File: src/rtl/ctrl_pkg.sv
// ctrl_pkg
// Shared encodings for the multicycle controller: FSM state type, instruction
// op and cmd codes, ALU control codes and datapath mux-select constants.
package ctrl_pkg;

    typedef enum logic [3:0] {
        S_FETCH  = 4'd0,
        S_DECODE = 4'd1,
        S_MEMADR = 4'd2,
        S_MEMRD  = 4'd3,
        S_MEMWB  = 4'd4,
        S_MEMWR  = 4'd5,
        S_EXECR  = 4'd6,
        S_EXECI  = 4'd7,
        S_ALUWB  = 4'd8,
        S_BRANCH = 4'd9
    } ctrl_state_t;

    // instr[27:26]
    localparam logic [1:0] OP_DP  = 2'b00;
    localparam logic [1:0] OP_MEM = 2'b01;
    localparam logic [1:0] OP_BR  = 2'b10;
    localparam logic [1:0] OP_ILL = 2'b11;

    // instr[24:21]
    localparam logic [3:0] CMD_AND = 4'b0000;
    localparam logic [3:0] CMD_SUB = 4'b0010;
    localparam logic [3:0] CMD_ADD = 4'b0100;
    localparam logic [3:0] CMD_CMP = 4'b1010;
    localparam logic [3:0] CMD_ORR = 4'b1100;

    localparam logic [1:0] ALU_ADD = 2'b00;
    localparam logic [1:0] ALU_SUB = 2'b01;
    localparam logic [1:0] ALU_AND = 2'b10;
    localparam logic [1:0] ALU_ORR = 2'b11;

    localparam logic       ADR_PC     = 1'b0;
    localparam logic       ADR_ALUOUT = 1'b1;

    localparam logic       SRCA_RN = 1'b0;
    localparam logic       SRCA_PC = 1'b1;

    localparam logic [1:0] SRCB_RM     = 2'd0;
    localparam logic [1:0] SRCB_EXTIMM = 2'd1;
    localparam logic [1:0] SRCB_FOUR   = 2'd2;

    localparam logic [1:0] RES_ALUOUT   = 2'd0;
    localparam logic [1:0] RES_READDATA = 2'd1;
    localparam logic [1:0] RES_ALU      = 2'd2;

    // CMP only sets flags; it never writes a register.
    function automatic logic is_cmp(input logic [3:0] cmd);
        return cmd == CMD_CMP;
    endfunction

endpackage

File: src/rtl/alu_decoder.sv
// alu_decoder
// Maps the data-processing cmd and S bit onto the ALU operation and the raw
// flag-write intent. Outside the execute states (exec=0) it yields ADD and no
// flag writes.
// Ports:
//   cmd         in  4  instr[24:21]
//   s           in  1  S bit (instr[20])
//   exec        in  1  controller is in EXECR or EXECI
//   alu_control out 2  ALU operation
//   flag_w      out 2  [1]=NZ, [0]=CV write intent
module alu_decoder
    import ctrl_pkg::*;
(
    input  logic [3:0] cmd,
    input  logic       s,
    input  logic       exec,
    output logic [1:0] alu_control,
    output logic [1:0] flag_w
);

    logic sets_flags;
    logic arith;

    always_comb begin
        alu_control = ALU_ADD;
        flag_w      = 2'b00;
        sets_flags  = s | is_cmp(cmd);
        arith       = (cmd == CMD_ADD) | (cmd == CMD_SUB) | (cmd == CMD_CMP);
        if (exec) begin
            unique case (cmd)
                CMD_ADD: alu_control = ALU_ADD;
                CMD_SUB: alu_control = ALU_SUB;
                CMD_CMP: alu_control = ALU_SUB;
                CMD_AND: alu_control = ALU_AND;
                CMD_ORR: alu_control = ALU_ORR;
                default: alu_control = ALU_ADD;
            endcase
            // Logic ops leave C/V untouched.
            flag_w = {sets_flags, sets_flags & arith};
        end
    end

endmodule

File: src/rtl/multicycle_controller.sv
// multicycle_controller
// Main control FSM of the multicycle ARM-subset core. Walks each instruction
// through fetch/decode/execute/memory/writeback and emits ungated control
// intents (pcs, reg_w, mem_w, flag_w) plus datapath selects and enables.
// Outputs are Moore: decoded from the state register and the held
// instruction fields, and forced to 0 while rst_n is low.
// Ports:
//   clk, rst_n            clock, async active-low reset
//   op, funct, rd         instruction fields (stable from DECODE to FETCH)
//   pcs, reg_w, mem_w     raw write intents
//   flag_w                raw flag-write intent [1]=NZ [0]=CV
//   next_pc, ir_write     fetch-time PC increment and IR load
//   adr_src, alu_src_a,
//   alu_src_b, result_src datapath mux selects
//   alu_control           ALU operation
//
// Handshake: none. The controller free-runs one state per clock; the
// instruction fields are assumed valid and stable whenever they are sampled.
module multicycle_controller
    import ctrl_pkg::*;
(
    input  logic       clk,
    input  logic       rst_n,
    input  logic [1:0] op,
    input  logic [5:0] funct,
    input  logic [3:0] rd,
    output logic       pcs,
    output logic       reg_w,
    output logic       mem_w,
    output logic [1:0] flag_w,
    output logic       next_pc,
    output logic       ir_write,
    output logic       adr_src,
    output logic       alu_src_a,
    output logic [1:0] alu_src_b,
    output logic [1:0] result_src,
    output logic [1:0] alu_control
);

    ctrl_state_t state;

    logic       exec;
    logic [1:0] dec_alu_control;
    logic [1:0] dec_flag_w;
    logic       rd_is_pc;

    assign exec     = (state == S_EXECR) || (state == S_EXECI);
    assign rd_is_pc = (rd == 4'd15);

    alu_decoder u_alu_decoder (
        .cmd         (funct[4:1]),
        .s           (funct[0]),
        .exec        (exec),
        .alu_control (dec_alu_control),
        .flag_w      (dec_flag_w)
    );

    always_ff @(posedge clk or negedge rst_n) begin
        if (!rst_n) begin
            state <= S_FETCH;
        end else begin
            unique case (state)
                S_FETCH:  state <= S_DECODE;
                S_DECODE: begin
                    unique case (op)
                        OP_MEM:  state <= S_MEMADR;
                        OP_DP:   state <= funct[5] ? S_EXECI : S_EXECR;
                        OP_BR:   state <= S_BRANCH;
                        default: state <= S_FETCH;   // illegal op: drop it
                    endcase
                end
                S_MEMADR: state <= funct[0] ? S_MEMRD : S_MEMWR;
                S_MEMRD:  state <= S_MEMWB;
                S_EXECR,
                S_EXECI:  state <= S_ALUWB;
                default:  state <= S_FETCH;          // MEMWB, MEMWR, ALUWB, BRANCH
            endcase
        end
    end

    always_comb begin
        pcs         = 1'b0;
        reg_w       = 1'b0;
        mem_w       = 1'b0;
        flag_w      = 2'b00;
        next_pc     = 1'b0;
        ir_write    = 1'b0;
        adr_src     = ADR_PC;
        alu_src_a   = SRCA_RN;
        alu_src_b   = SRCB_RM;
        result_src  = RES_ALUOUT;
        alu_control = ALU_ADD;
        unique case (state)
            S_FETCH: begin
                ir_write   = 1'b1;
                next_pc    = 1'b1;
                adr_src    = ADR_PC;
                alu_src_a  = SRCA_PC;
                alu_src_b  = SRCB_FOUR;
                result_src = RES_ALU;
            end
            S_DECODE: begin
                // PC+8 for R15 reads
                alu_src_a  = SRCA_PC;
                alu_src_b  = SRCB_FOUR;
                result_src = RES_ALU;
            end
            S_MEMADR: begin
                alu_src_a = SRCA_RN;
                alu_src_b = SRCB_EXTIMM;
            end
            S_MEMRD: begin
                adr_src    = ADR_ALUOUT;
                result_src = RES_ALUOUT;
            end
            S_MEMWB: begin
                result_src = RES_READDATA;
                reg_w      = 1'b1;
                pcs        = rd_is_pc;
            end
            S_MEMWR: begin
                adr_src = ADR_ALUOUT;
                mem_w   = 1'b1;
            end
            S_EXECR: begin
                alu_src_a   = SRCA_RN;
                alu_src_b   = SRCB_RM;
                alu_control = dec_alu_control;
                flag_w      = dec_flag_w;
            end
            S_EXECI: begin
                alu_src_a   = SRCA_RN;
                alu_src_b   = SRCB_EXTIMM;
                alu_control = dec_alu_control;
                flag_w      = dec_flag_w;
            end
            S_ALUWB: begin
                result_src = RES_ALUOUT;
                reg_w      = !is_cmp(funct[4:1]);
                pcs        = rd_is_pc && !is_cmp(funct[4:1]);
            end
            S_BRANCH: begin
                alu_src_a  = SRCA_RN;
                alu_src_b  = SRCB_EXTIMM;
                result_src = RES_ALU;
                pcs        = 1'b1;
            end
            default: ;
        endcase

        // Reset silences every output at once, including mid-instruction.
        if (!rst_n) begin
            pcs         = 1'b0;
            reg_w       = 1'b0;
            mem_w       = 1'b0;
            flag_w      = 2'b00;
            next_pc     = 1'b0;
            ir_write    = 1'b0;
            adr_src     = 1'b0;
            alu_src_a   = 1'b0;
            alu_src_b   = 2'b00;
            result_src  = 2'b00;
            alu_control = 2'b00;
        end
    end

endmodule
File: config.mk
export PLATFORM = sky130hd
export DESIGN_NAME = multicycle_controller
export DESIGN_NICKNAME = d
export VERILOG_FILES = /design/src/rtl/ctrl_pkg.sv /design/src/rtl/alu_decoder.sv /design/src/rtl/multicycle_controller.sv
export SDC_FILE = /design/constraint.sdc
export NUM_CORES = 1
export LEC_CHECK = 0
export ABC_AREA = 1
export CAP_MARGIN = 20
export CORE_MARGIN = 4
export CORE_UTILIZATION = 40
export CTS_CLUSTER_DIAMETER = 40
export DETAILED_ROUTE_END_ITERATION = 8
export MAX_ROUTING_LAYER = met4
export PLACE_DENSITY_LB_ADDON = 0.12
export SLEW_MARGIN = 30
export SYNTH_ARGS = -nofsm -noshare
export SYNTH_HDL_FRONTEND = slang
export SYNTH_HIERARCHICAL = 1
export SYNTH_SLANG_ARGS = --single-unit
export TNS_END_PERCENT = 20
File: constraint.sdc
create_clock -name clk -period 2.2 [get_ports clk]
set_input_delay 0.44 -clock clk [delete_from_list [all_inputs] [get_ports clk]]
set_output_delay 0.44 -clock clk [all_outputs]
set_load 0.1 [all_outputs]
Word-level counts from Yosys, hierarchy flattened
Cells that the tools add are included.

word-level totals
  flip-flop bits (word level) = 4
  input bits = 14
  output and inout bits = 15

operators by class
  equality and inequality tests = 16
  reduce and logical (&&, ||, !) cells = 12
  bitwise gates (word level) = 4
  muxes and demuxes = 27

operator list
  operator                                                         count
  4-bit by 3-bit == test with 1-bit output, second input constant  5
  4-bit == test, second input constant                             5
  4-bit case mux with 5 select lines                               1
  2-bit two-way mux                                                8
  4-bit by 2-bit == test with 1-bit output, second input constant  3
  4-bit case mux with 3 select lines                               1
  1-bit two-way mux                                                11
  4-bit logical NOT                                                2
  2-bit case mux with 2 select lines                               2
  2-bit OR reduction                                               4
  2-bit case mux with 3 select lines                               1
  3-bit OR reduction                                               2
  4-bit by 1-bit == test with 1-bit output, second input constant  1
  3-bit two-way mux                                                1
  1-bit OR                                                         3
  1-bit case mux with 3 select lines                               1
  2-bit by 1-bit == test with 1-bit output, second input constant  1
  2-bit == test, second input constant                             1
  2-bit logical NOT                                                1
  1-bit case mux with 2 select lines                               1
  1-bit AND                                                        1
  1-bit logical AND                                                1
  1-bit logical NOT                                                1
  1-bit logical OR                                                 1

Logic depth before layout (Yosys ltp)
Gate-level depths: netlist of the first run.

  depth in word-level cells = 7
  gate-level depth with buffers = 8

Modules after synthesis
Netlist of the first run, hierarchy kept.

by module, submodules not included
  module                 times used  cells an instance  area each (sq um)
  multicycle_controller  1           66                 424.2
  alu_decoder            1           23                 97.6

Least setup slack after synthesis of the first run
No wires, ideal clock.

  kind = reg-to-output
  start point = register state[3]
  end point = output result_src[0]
  buffers on the path = 0
  cell stages (with the launch flop) = 4
  arrival time = 2.701 ns
  setup slack = -0.941 ns
  data required time = 1.760 ns
  path through = dfrtp_1 > nor2_2 > nand2_2 > nor3_1

on the way
  cells in the longest elaborated chain, start to end = 4

RTL lines
  item                                   line                          source
  from (decl)                            multicycle_controller.sv:40   ctrl_state_t state;
  from (signal assigned)                 multicycle_controller.sv:67   OP_DP: state <= funct[5] ? S_EXECI : S_EXECR;
  from (signal assigned)                 multicycle_controller.sv:72   S_MEMADR: state <= funct[0] ? S_MEMRD : S_MEMWR;
  4-bit == test (tied with other cells)  multicycle_controller.sv:93   unique case (state)
  3-bit OR reduction (no source line)    n/a
  2-bit case mux with 2 select lines *   multicycle_controller.sv:93
  2-bit two-way mux *                    multicycle_controller.sv:152  if (!rst_n) begin
  to (decl)                              multicycle_controller.sv:36   output logic [1:0] result_src,

Mark *: on every way between the ends. The rest lies on a longest branch, timed or not.

Worst setup path in the final report of the first run
  start point = input rst_n
  end point = output pcs

on the way
  cells in the longest elaborated chain, start to end = 1

RTL lines
  item               line                          source
  from (decl)        multicycle_controller.sv:23   input logic rst_n,
  1-bit two-way mux  multicycle_controller.sv:152
  to (decl)          multicycle_controller.sv:27   output logic pcs,

No other way between the ends.

==> out/qor.log, run 1 <==
INFO  outcome        status=finished clean
INFO  worst_setup_path r2r_start=state[0]
INFO  clock_tree     hold_buffer_count_at_cts=0
INFO  synth          netlist_instances=89
INFO  place          place.port_buffers=28
INFO  global_routing globalRoute.totalOverflow=0
INFO  global_routing groute.usage.overall=0.139
INFO  sta            final-setup-viol-count=0
INFO  place          dpl.hpwl=1.15mm
INFO  die            placement_rows=12
INFO  power          internal_power=499µW
INFO  final_layout   layout.cells.most_common_list=sky130_fd_sc_hd__nand2_1, sky130_fd_sc_hd__inv_1, sky130_fd_sc_hd__buf_12
INFO  synth          post_synth.cell_area_avg=5.86µm²
INFO  final_layout   top_regs=state: 4 flops
INFO  job            max-cap-violations=0
INFO  synth          yosys.cell_types.count=20
INFO  power          pwr_density_cell=1240nW/µm²
INFO  global_routing via_count_of_the_first_global_routing_pass=560
INFO  routing        drt-vias-per-instance=4.64
INFO  global_routing maximum_number_of_pins_on_one_net_before_global_route_repair=9
INFO  power          p_comb_frac=0.794
INFO  worst_setup_path timing.rr.end=state[2]
INFO  worst_setup_path worstSetupStartpointType=input pin
INFO  routing        ant_nets=0
INFO  synth          ys_seq_area_frac=0.192
INFO  final_layout   final_std_cell_area_no_fill=1010µm²
INFO  final_layout   layout.cells.most_common=sky130_fd_sc_hd__nand2_1
INFO  clock_tree     cts_made_buffers=3
INFO  sta            final.setup.tns=0ps
INFO  routing        drc=0
INFO  power          total_switching_power=749µW
INFO  worst_setup_path rr_worst_depth=4
INFO  final_layout   largest_register=state
INFO  routing        avgRoutedWirePerCell=9.42µm
INFO  routing        routed_wl=1.24mm
INFO  final_layout   area_delta_synth_final=92.8%
INFO  worst_setup_path timing.critical_path.fanout_max=4
INFO  worst_setup_path timing.reg2reg.setup_slack=1100ps
INFO  synth          synth.net_count=103
INFO  final_layout   share_of_final_layout_standard_cells_stronger_than_drive_strength_1=0.381
INFO  sta            timing.max_slew.rel_slack=0.786
INFO  place          globalplace.congestion=0.764
INFO  synth          yosysWarnings=6
INFO  die            boundaryPins=29
INFO  worst_setup_path critical_path_arrival=1670ps
INFO  clock_tree     ctsRootBufferMaster=sky130_fd_sc_hd__clkbuf_4
INFO  routing        dr_total_vias=613
INFO  clock_tree     cts.path.max_buffers=2
INFO  die            floorplan.die_area=1950µm²
INFO  worst_hold_path hp-class=input pin to async pin
INFO  die            core_area=1170µm²
INFO  worst_setup_path worst-setup-path-type=input pin to output pin
INFO  sta            worst_clock_skew_on_the_final_layout=5.42ps
INFO  global_routing wire_length_of_the_first_global_routing_pass=2.10mm
INFO  sta            max_freq=473MHz
INFO  sta            rsz0062_at_grt=yes
INFO  clock_tree     worstSkewPairLatency=220ps
INFO  clock_tree     cts.htree.levels=1
INFO  sta            hold_ws=599ps
INFO  die            start_util=0.446
INFO  power          post-layout-total-power=1.25mW
INFO  die            chipWidth=44.1µm
INFO  power          seq_power_share=0.139
INFO  sta            drv_slew=0
INFO  final_layout   largest_register_ff_count=4
INFO  sta            final.min_clock_period=2110ps
INFO  power          power.share.switching=0.600
INFO  final_layout   final_net_count=134
INFO  synth          postSynthRegisterBits=4
INFO  sta            timing.final.hold_violations=0
INFO  sta            min_period_over_period=0.960
INFO  sta            worst_pin_slew=321ps
INFO  worst_setup_path setup.worst_path.end_class=output pin
INFO  global_routing number_of_antenna_violations_at_the_first_check_in_global_routing=0
INFO  routing        drt_first_iter_violations=7
INFO  place          place_area=973µm²
INFO  worst_setup_path critPathRequiredTime=1760ps
INFO  routing        firstDrtPassIters=4
INFO  place          pre_cts_setup_slack=-94.0ps
INFO  power          peakVddDrop=1.14mV
INFO  die            chipHeight=44.1µm
INFO  clock_tree     cts_sink_count=4
INFO  power          leakage=0.476nW
INFO  synth          synth_area=522µm²
INFO  power          clock_power_share=0.067
INFO  clock_tree     cts_tree=done
INFO  sta            final_critical_path_setup_slack=87.6ps
INFO  final_layout   antenna_diode_count=0
INFO  clock_tree     path_clk_slew=40ps
[cell usage after synthesis, drive strengths merged]
| cell type | n | share of area |
|---|---|---|
| buf | 4 | 0.058 |
| nand4 | 1 | 0.012 |
| nand3 | 6 | 0.067 |
| dfrtp | 4 | 0.19 |
| nor2 | 18 | 0.16 |
| o211ai | 2 | 0.029 |
| o21bai | 1 | 0.014 |
| nor3 | 3 | 0.050 |
| o31ai | 1 | 0.024 |
| o22ai | 1 | 0.012 |
| a21boi | 2 | 0.029 |
| inv | 20 | 0.14 |
| nand2 | 24 | 0.19 |
| a21oi | 2 | 0.019 |
[power by group through the flow]
stage / sequential (mW) / combinational (mW) / clock, mW
2_1_floorplan: 0.123 / 0.741 / 0
3_3_place_gp: 0.169 / 0.985 / 0
3_5_place_dp: 0.172 / 0.992 / 0
4_1_cts: 0.170 / 0.992 / 0.0875
5_1_grt: 0.180 / 1.03 / 0.101
6_report: 0.173 / 0.990 / 0.0841
[metrics by stage]
step / std cells / utilization
2_1_floorplan: 89 / -
3_3_place_gp: 129 / 0.831
3_5_place_dp: 129 / 0.831
4_1_cts: 132 / 0.850
5_1_grt: 132 / 0.859
6_report: 132 / 0.859
[critical path, stage by stage]
cell	delay, ps
sky130_fd_sc_hd__clkdlybuf4s50_1	540
sky130_fd_sc_hd__inv_2	70
sky130_fd_sc_hd__nor2_2	130
sky130_fd_sc_hd__nand2_1	90
sky130_fd_sc_hd__nand2_1	60
sky130_fd_sc_hd__nand3_1	60
sky130_fd_sc_hd__nand2_1	100
sky130_fd_sc_hd__buf_12	180
[worst max-delay path by stage]
| stage | startpoint | cells after the start | end | slack [ps] |
|---|---|---|---|---|
| finish | rst_n | 8 | pcs | 90 |
| global route | state[1] | 7 | alu_control[1] | -50 |
| CTS | funct[2] | 10 | flag_w[0] | 0.7 |
| detailed placement | funct[4] | 10 | flag_w[0] | -90 |
| global placement | funct[4] | 10 | flag_w[0] | -10 |
| floorplan | state[3] | 5 | alu_control[0] | -390 |
[per-layer routing]
layer	track usage	vias up	routed length [µm]
li1	-	328	-
met1	0.163	263	515
met2	0.253	22	603
met3	0.00813	0	125
met4	0.0361	0	0
met5	-	-	0
[timing repair]
| item | CTS | global route |
|---|---|---|
| gates resized for setup | 4 | 4 |
| pin swaps | 2 | 2 |
| setup endpoints to repair | 2 | 5 |
| cloned | 0 | 0 |
| endpoints found under the hold margin | 0 | 0 |
| buffers inserted | 0 | 0 |
[final cells by class]
type / count / area (µm²)
clock buffers: 3 / 22.5
fillers: 78 / 165
inverters: 20 / 75.1
multi-input cells: 61 / 342
flip-flops and latches: 4 / 101
well taps: 14 / 17.5
repair buffers: 30 / 448
[cell families after synthesis]
| logic type | after synthesis | synth area share |
|---|---|---|
| compound gates | 9 | 0.127 |
| buf+inv | 24 | 0.201 |
| flops | 4 | 0.192 |
| simple gates | 52 | 0.480 |
No activity file was read; power rests on OpenSTA's default activity.
==> run 2: changes to the inputs <==
TNS_END_PERCENT = 1   (was 20)
==> run 2 against run 1 <==
Final area rose by 1.5%. Final cell count rose by 0.76%. Power rose by 0.47%. Clock-buffer cell count did not move. Critical path depth did not move. Largest power group unchanged.
==> out/qor.log, run 2 (same netlist as run 1, synthesis figures left out) <==
INFO  outcome        status=finished clean
INFO  routing        drc=0
INFO  sta            final-setup-viol-count=0
INFO  global_routing groute.usage.overall=0.164
INFO  routing        drt_first_iter_violations=8
INFO  global_routing maximum_number_of_pins_on_one_net_before_global_route_repair=9
INFO  clock_tree     ctsRootBufferMaster=sky130_fd_sc_hd__clkbuf_4
INFO  final_layout   area_delta_synth_final=95.7%
INFO  global_routing wire_length_of_the_first_global_routing_pass=2.32mm
INFO  final_layout   largest_register=state
INFO  sta            final_critical_path_setup_slack=79.9ps
INFO  clock_tree     worstSkewPairLatency=230ps
INFO  routing        firstDrtPassIters=4
INFO  worst_setup_path critPathRequiredTime=1760ps
INFO  sta            timing.final.hold_violations=0
INFO  place          place.port_buffers=28
INFO  place          pre_cts_setup_slack=-66.5ps
INFO  final_layout   largest_register_ff_count=4
INFO  die            placement_rows=12
INFO  worst_setup_path timing.critical_path.fanout_max=4
INFO  global_routing number_of_antenna_violations_at_the_first_check_in_global_routing=0
INFO  sta            min_period_over_period=0.964
INFO  sta            worst_clock_skew_on_the_final_layout=4.16ps
INFO  final_layout   final_net_count=135
INFO  final_layout   share_of_final_layout_standard_cells_stronger_than_drive_strength_1=0.412
INFO  sta            final.min_clock_period=2120ps
INFO  place          globalplace.congestion=0.840
INFO  power          leakage=0.495nW
INFO  sta            final.setup.tns=0ps
INFO  clock_tree     postCtsSetupBuffers=0
INFO  clock_tree     cts_sink_count=4
INFO  final_layout   layout.cells.most_common_list=sky130_fd_sc_hd__nand2_1, sky130_fd_sc_hd__buf_12, sky130_fd_sc_hd__inv_1
INFO  global_routing globalRoute.totalOverflow=0
INFO  sta            rsz0062_at_grt=yes
INFO  worst_setup_path setup.worst_path.end_class=output pin
INFO  final_layout   top_regs=state: 4 flops
INFO  final_layout   layout.cells.most_common=sky130_fd_sc_hd__nand2_1
INFO  worst_setup_path worstSetupStartpointType=input pin
INFO  clock_tree     cts.htree.levels=1
INFO  clock_tree     cts.path.max_buffers=2
INFO  power          peakVddDrop=1.17mV
INFO  worst_setup_path timing.reg2reg.setup_slack=1110ps
INFO  global_routing via_count_of_the_first_global_routing_pass=559
INFO  final_layout   final_std_cell_area_no_fill=1020µm²
INFO  routing        avgRoutedWirePerCell=10.2µm
INFO  routing        routed_wl=1.36mm
INFO  clock_tree     hold_buffer_count_at_cts=0
INFO  place          place_area=976µm²
INFO  place          dpl.hpwl=1.22mm
INFO  die            start_util=0.446
INFO  clock_tree     path_clk_slew=40ps
INFO  clock_tree     cts_made_buffers=3
INFO  clock_tree     cts_tree=done
INFO  worst_setup_path timing.rr.end=state[2]
INFO  worst_setup_path rr_worst_depth=4
INFO  die            floorplan.die_area=1950µm²
INFO  power          pwr_density_cell=1230nW/µm²
INFO  sta            timing.max_slew.rel_slack=0.804
INFO  final_layout   n_fill_cell=70
INFO  sta            worst_pin_slew=294ps
INFO  die            chipHeight=44.1µm
INFO  worst_hold_path hp-class=input pin to async pin
INFO  worst_setup_path worst-setup-path-type=input pin to output pin
INFO  sta            max_freq=472MHz
INFO  final_layout   antenna_diode_count=0
INFO  routing        dr_total_vias=614
INFO  job            max-cap-violations=0
INFO  die            core_area=1170µm²
INFO  worst_setup_path critical_path_arrival=1680ps
INFO  power          post-layout-total-power=1.25mW
INFO  sta            drv_slew=0
INFO  die            boundaryPins=29
INFO  die            chipWidth=44.1µm
INFO  worst_setup_path r2r_start=state[0]
INFO  routing        drt-vias-per-instance=4.62
INFO  routing        ant_nets=0
[run 2: cell count changes in the layout (fill, tap and decap cells not counted), sizes merged]
| cell | before | now |
|---|---|---|
| dlygate4sd2 | 2 | 0 |
| buf | 17 | 18 |
| dlymetal6s2s | 2 | 4 |
[run 2: what timing repair did]
item	CTS	global route
resized for setup	3	8
endpoints found under the setup margin	3	5
pin swaps	1	2
hold endpoints to repair	0	0
[run 2: worst max-delay path by stage]
stage / from / end / cells past startpoint
2_1_floorplan: state[3] / alu_control[0] / 5
3_3_place_gp: funct[4] / flag_w[0] / 10
3_5_place_dp: funct[4] / flag_w[0] / 10
4_1_cts: funct[4] / flag_w[0] / 10
5_1_grt: state[1] / alu_control[1] / 7
6_report: rst_n / pcs / 8
[run 2: layout make-up]
| class | count | area [µm²] | share of cell area |
|---|---|---|---|
| Clock buffer | 3 | 22.5 | 0.0221 |
| Multi-Input combinational cell | 61 | 342 | 0.335 |
| Sequential cell | 4 | 101 | 0.0993 |
| Tap cell | 14 | 17.5 | 0.0172 |
| Timing Repair Buffer | 31 | 463 | 0.453 |
| Inverter | 20 | 75.1 | 0.0735 |
[run 2: worst max-delay path, stage by stage]
cell,delay (ps)
sky130_fd_sc_hd__clkdlybuf4s50_1,540
sky130_fd_sc_hd__inv_2,60
sky130_fd_sc_hd__nor2_2,120
sky130_fd_sc_hd__nand2_1,90
sky130_fd_sc_hd__nand2_1,70
sky130_fd_sc_hd__nand3_1,70
sky130_fd_sc_hd__nand2_1,110
sky130_fd_sc_hd__buf_12,180
[run 2: metrics by stage]
stage               hold WS, ps  utilization  std cells
finish                      589        0.872        133
global route                610        0.872        133
CTS                         579        0.859        133
detailed placement          635        0.833        130
global placement            607        0.833        130
floorplan                   144            -         89
[run 2: where the power goes]
group          leakage [nW]  internal, mW  switching, mW
logic                 0.431         0.331          0.663
registers            0.0503         0.106         0.0641
clock network        0.0138        0.0609         0.0282
total                 0.495         0.498          0.755
[run 2: per-layer routing]
metal  part of all wire  global-route usage  up-vias
met5                  0                   -        -
met4              0.014               0.108        0
met3              0.077              0.0163        2
met2               0.48               0.267       27
met1               0.43               0.187      251
li1                   -                   -      334
==> run 3: changes to the inputs <==
CORE_UTILIZATION = 37   (was 40)
clock period = 2.4 ns   (was 2.2 ns; I/O delays follow)
==> run 3 against run 2 <==
Die area increased by 6.6%. Non-clock buffer count shrank 2. Clock-buffer cell count is the same. First-iteration DRC count shrank 75%. Routed wire length decreased by 3.8%. Combinational power shrank 9.6%. Hold slack better by 40 ps. Critical path depth increased by 2. Final area down 3.9%. Sequential power fell by 9%. Clock power fell by 8.5%. Sequential share of layout area rose by 0.28 points. Critical endpoint is now flag_w[1]. Highest routed layer unchanged.
==> out/qor.log, run 3 (same netlist as run 1, synthesis figures left out) <==
INFO  die            chipHeight=45.6µm
INFO  sta            min_period_over_period=0.954
INFO  worst_setup_path worst-setup-path-type=input pin to output pin
INFO  worst_setup_path critPathRequiredTime=1920ps
INFO  worst_setup_path critPathSlowestCell=sky130_fd_sc_hd__clkdlybuf4s50_1
INFO  sta            worst_pin_slew=410ps
INFO  worst_hold_path hp-class=register to register
INFO  worst_setup_path critical_path_arrival=1810ps
INFO  power          seq_power_share=0.135
INFO  worst_setup_path timing.critical_path.max_delay_family=buffers and inverters
INFO  clock_tree     worstSkewPairLatency=230ps
INFO  sta            rsz0062_at_grt=no
INFO  sta            final-setup-viol-count=0
INFO  final_layout   multi_input_comb_area=327µm²
INFO  die            boundaryPins=29
INFO  final_layout   layout.cells.most_common_list=sky130_fd_sc_hd__nand2_1, sky130_fd_sc_hd__inv_1, sky130_fd_sc_hd__buf_12
INFO  final_layout   layout.cells.most_common=sky130_fd_sc_hd__nand2_1
INFO  power          internal_power=448µW
INFO  power          p_comb_frac=0.793
INFO  power          total_switching_power=686µW
INFO  place          place_area=953µm²
INFO  worst_setup_path timing.critical_path.fanout_max=3
INFO  power          power.share.switching=0.605
INFO  place          numPlacedInstances=129
INFO  sta            timing.final.hold_violations=0
INFO  final_layout   area_delta_synth_final=88.0%
INFO  job            max-cap-violations=0
INFO  clock_tree     postCtsSetupBuffers=0
INFO  power          leakage=0.453nW
INFO  sta            worst_clock_skew_on_the_final_layout=3.87ps
INFO  global_routing wire_length_of_the_first_global_routing_pass=1.95mm
INFO  power          pwr_density_cell=1160nW/µm²
INFO  final_layout   n_fill_cell=100
INFO  routing        firstDrtPassIters=4
INFO  global_routing via_count_of_the_first_global_routing_pass=523
INFO  routing        dr_total_vias=604
INFO  sta            final.min_clock_period=2290ps
INFO  worst_setup_path timing.critical_path.slowest_cell_delay=500ps
INFO  routing        drc=0
INFO  sta            max_freq=437MHz
INFO  worst_setup_path timing.reg2reg.setup_slack=1310ps
INFO  global_routing globalRoute.totalOverflow=0
INFO  final_layout   largest_register=state
INFO  final_layout   final_net_count=133
INFO  worst_setup_path critPathBufInv=5
INFO  final_layout   antenna_diode_count=0
INFO  clock_tree     cts.path.max_buffers=2
INFO  die            chipWidth=45.6µm
INFO  die            core_area=1320µm²
INFO  routing        routed_wl=1.31mm
INFO  clock_tree     cts.htree.levels=1
INFO  final_layout   final_std_cell_area_no_fill=981µm²
INFO  final_layout   largest_register_ff_count=4
INFO  worst_setup_path setup.worst_path.end_class=output pin
INFO  routing        avgRoutedWirePerCell=9.91µm
INFO  routing        ant_nets=0
INFO  final_layout   fin_cells=132
INFO  worst_setup_path cp_cell_sequence=clkdlybuf4s50_1 > inv_1 > nor2_2 > nand2_1 > nand2_1 > nand2_1 > inv_1 > inv_1 > nor2_1 > buf_12
INFO  worst_setup_path worstSetupStartpointType=input pin
INFO  final_layout   share_of_final_layout_standard_cells_stronger_than_drive_strength_1=0.333
INFO  final_layout   top_regs=state: 4 flops
INFO  sta            drv_slew=0
INFO  die            start_util=0.396
INFO  final_layout   seqCellArea=100µm²
INFO  clock_tree     cts_made_buffers=3
INFO  sta            timing.max_slew.rel_slack=0.726
INFO  clock_tree     path_clk_slew=40ps
INFO  global_routing maximum_number_of_pins_on_one_net_before_global_route_repair=9
INFO  clock_tree     cts_sink_count=4
INFO  outcome        status=finished clean
INFO  place          place.port_buffers=28
INFO  clock_tree     cts_tree=done
INFO  final_layout   utilization=0.745
INFO  die            floorplan.die_area=2070µm²
INFO  global_routing number_of_antenna_violations_at_the_first_check_in_global_routing=0
INFO  routing        drt_first_iter_violations=2
INFO  global_routing groute.usage.overall=0.134
INFO  routing        drt-vias-per-instance=4.58
INFO  place          dpl.hpwl=1.16mm
INFO  place          globalplace.congestion=0.767
INFO  power          peakVddDrop=1.13mV
INFO  power          clock_power_share=0.072
INFO  clock_tree     ctsRootBufferMaster=sky130_fd_sc_hd__clkbuf_4
INFO  die            placement_rows=13
run 3: cell count changes in the layout (fill, tap and decap cells not counted), sizes merged:
cell           delta
buf               -2
clkdlybuf4s50     +4
dlymetal6s2s      -4
run 3: cell type report:
| class | count | area share |
|---|---|---|
| tap | 15 | 0.0191 |
| sequential | 4 | 0.102 |
| multi-input combinational | 61 | 0.333 |
| clock buffer | 3 | 0.0230 |
| inverter | 20 | 0.0765 |
| timing repair buffer | 29 | 0.446 |
run 3: path summary, 6_finish.rpt:
| check | start | end | depth (start not counted) |
|---|---|---|---|
| max reg2reg | state[3] | state[2] | 3 |
| max in group asynchronous | rst_n | state[0] | 2 |
| min reg2reg | state[2] | state[0] | 2 |
| max | funct[4] | flag_w[1] | 10 |
| min | state[2] | state[0] | 2 |
| min in group asynchronous | rst_n | state[2] | 2 |
run 3: power by group through the flow:
stage	sequential, mW	combinational, mW	clock [mW]
after global routing	0.159	0.933	0.0931
after detailed placement	0.153	0.903	0
after floorplan	0.113	0.664	0
final	0.154	0.899	0.0814
after global placement	0.152	0.893	0
after CTS	0.152	0.904	0.0863
run 3: tightest hold or removal path: cells and delay by family (launching register included):
| kind | cells | cell delay [ps] |
|---|---|---|
| flops | 1 | 360 |
| compound gates | 1 | 130 |
| simple gates | 1 | 90 |
run 3: metal layers:
layer,share of wire,GRT usage,vias up
met4,0.013,0.0877,0
met2,0.51,0.253,19
met5,0,-,-
met1,0.40,0.130,255
li1,-,-,328
met3,0.080,0,2
run 3: through the flow:
stage	hold slack, ps	TNS (ps)	power [mW]	setup WS [ps]
5_1_grt	678	0	1.19	11.5
3_3_place_gp	619	0	1.04	106
4_1_cts	628	0	1.14	72.2
3_5_place_dp	619	0	1.06	81.3
2_1_floorplan	184	-2330	0.777	-651
6_report	630	0	1.13	110
run 3: repair_timing:
action                                  in CTS  in global routing
gates resized for setup                      0                  2
hold buffers                                 0                  0
endpoints found under the setup margin       0                  2
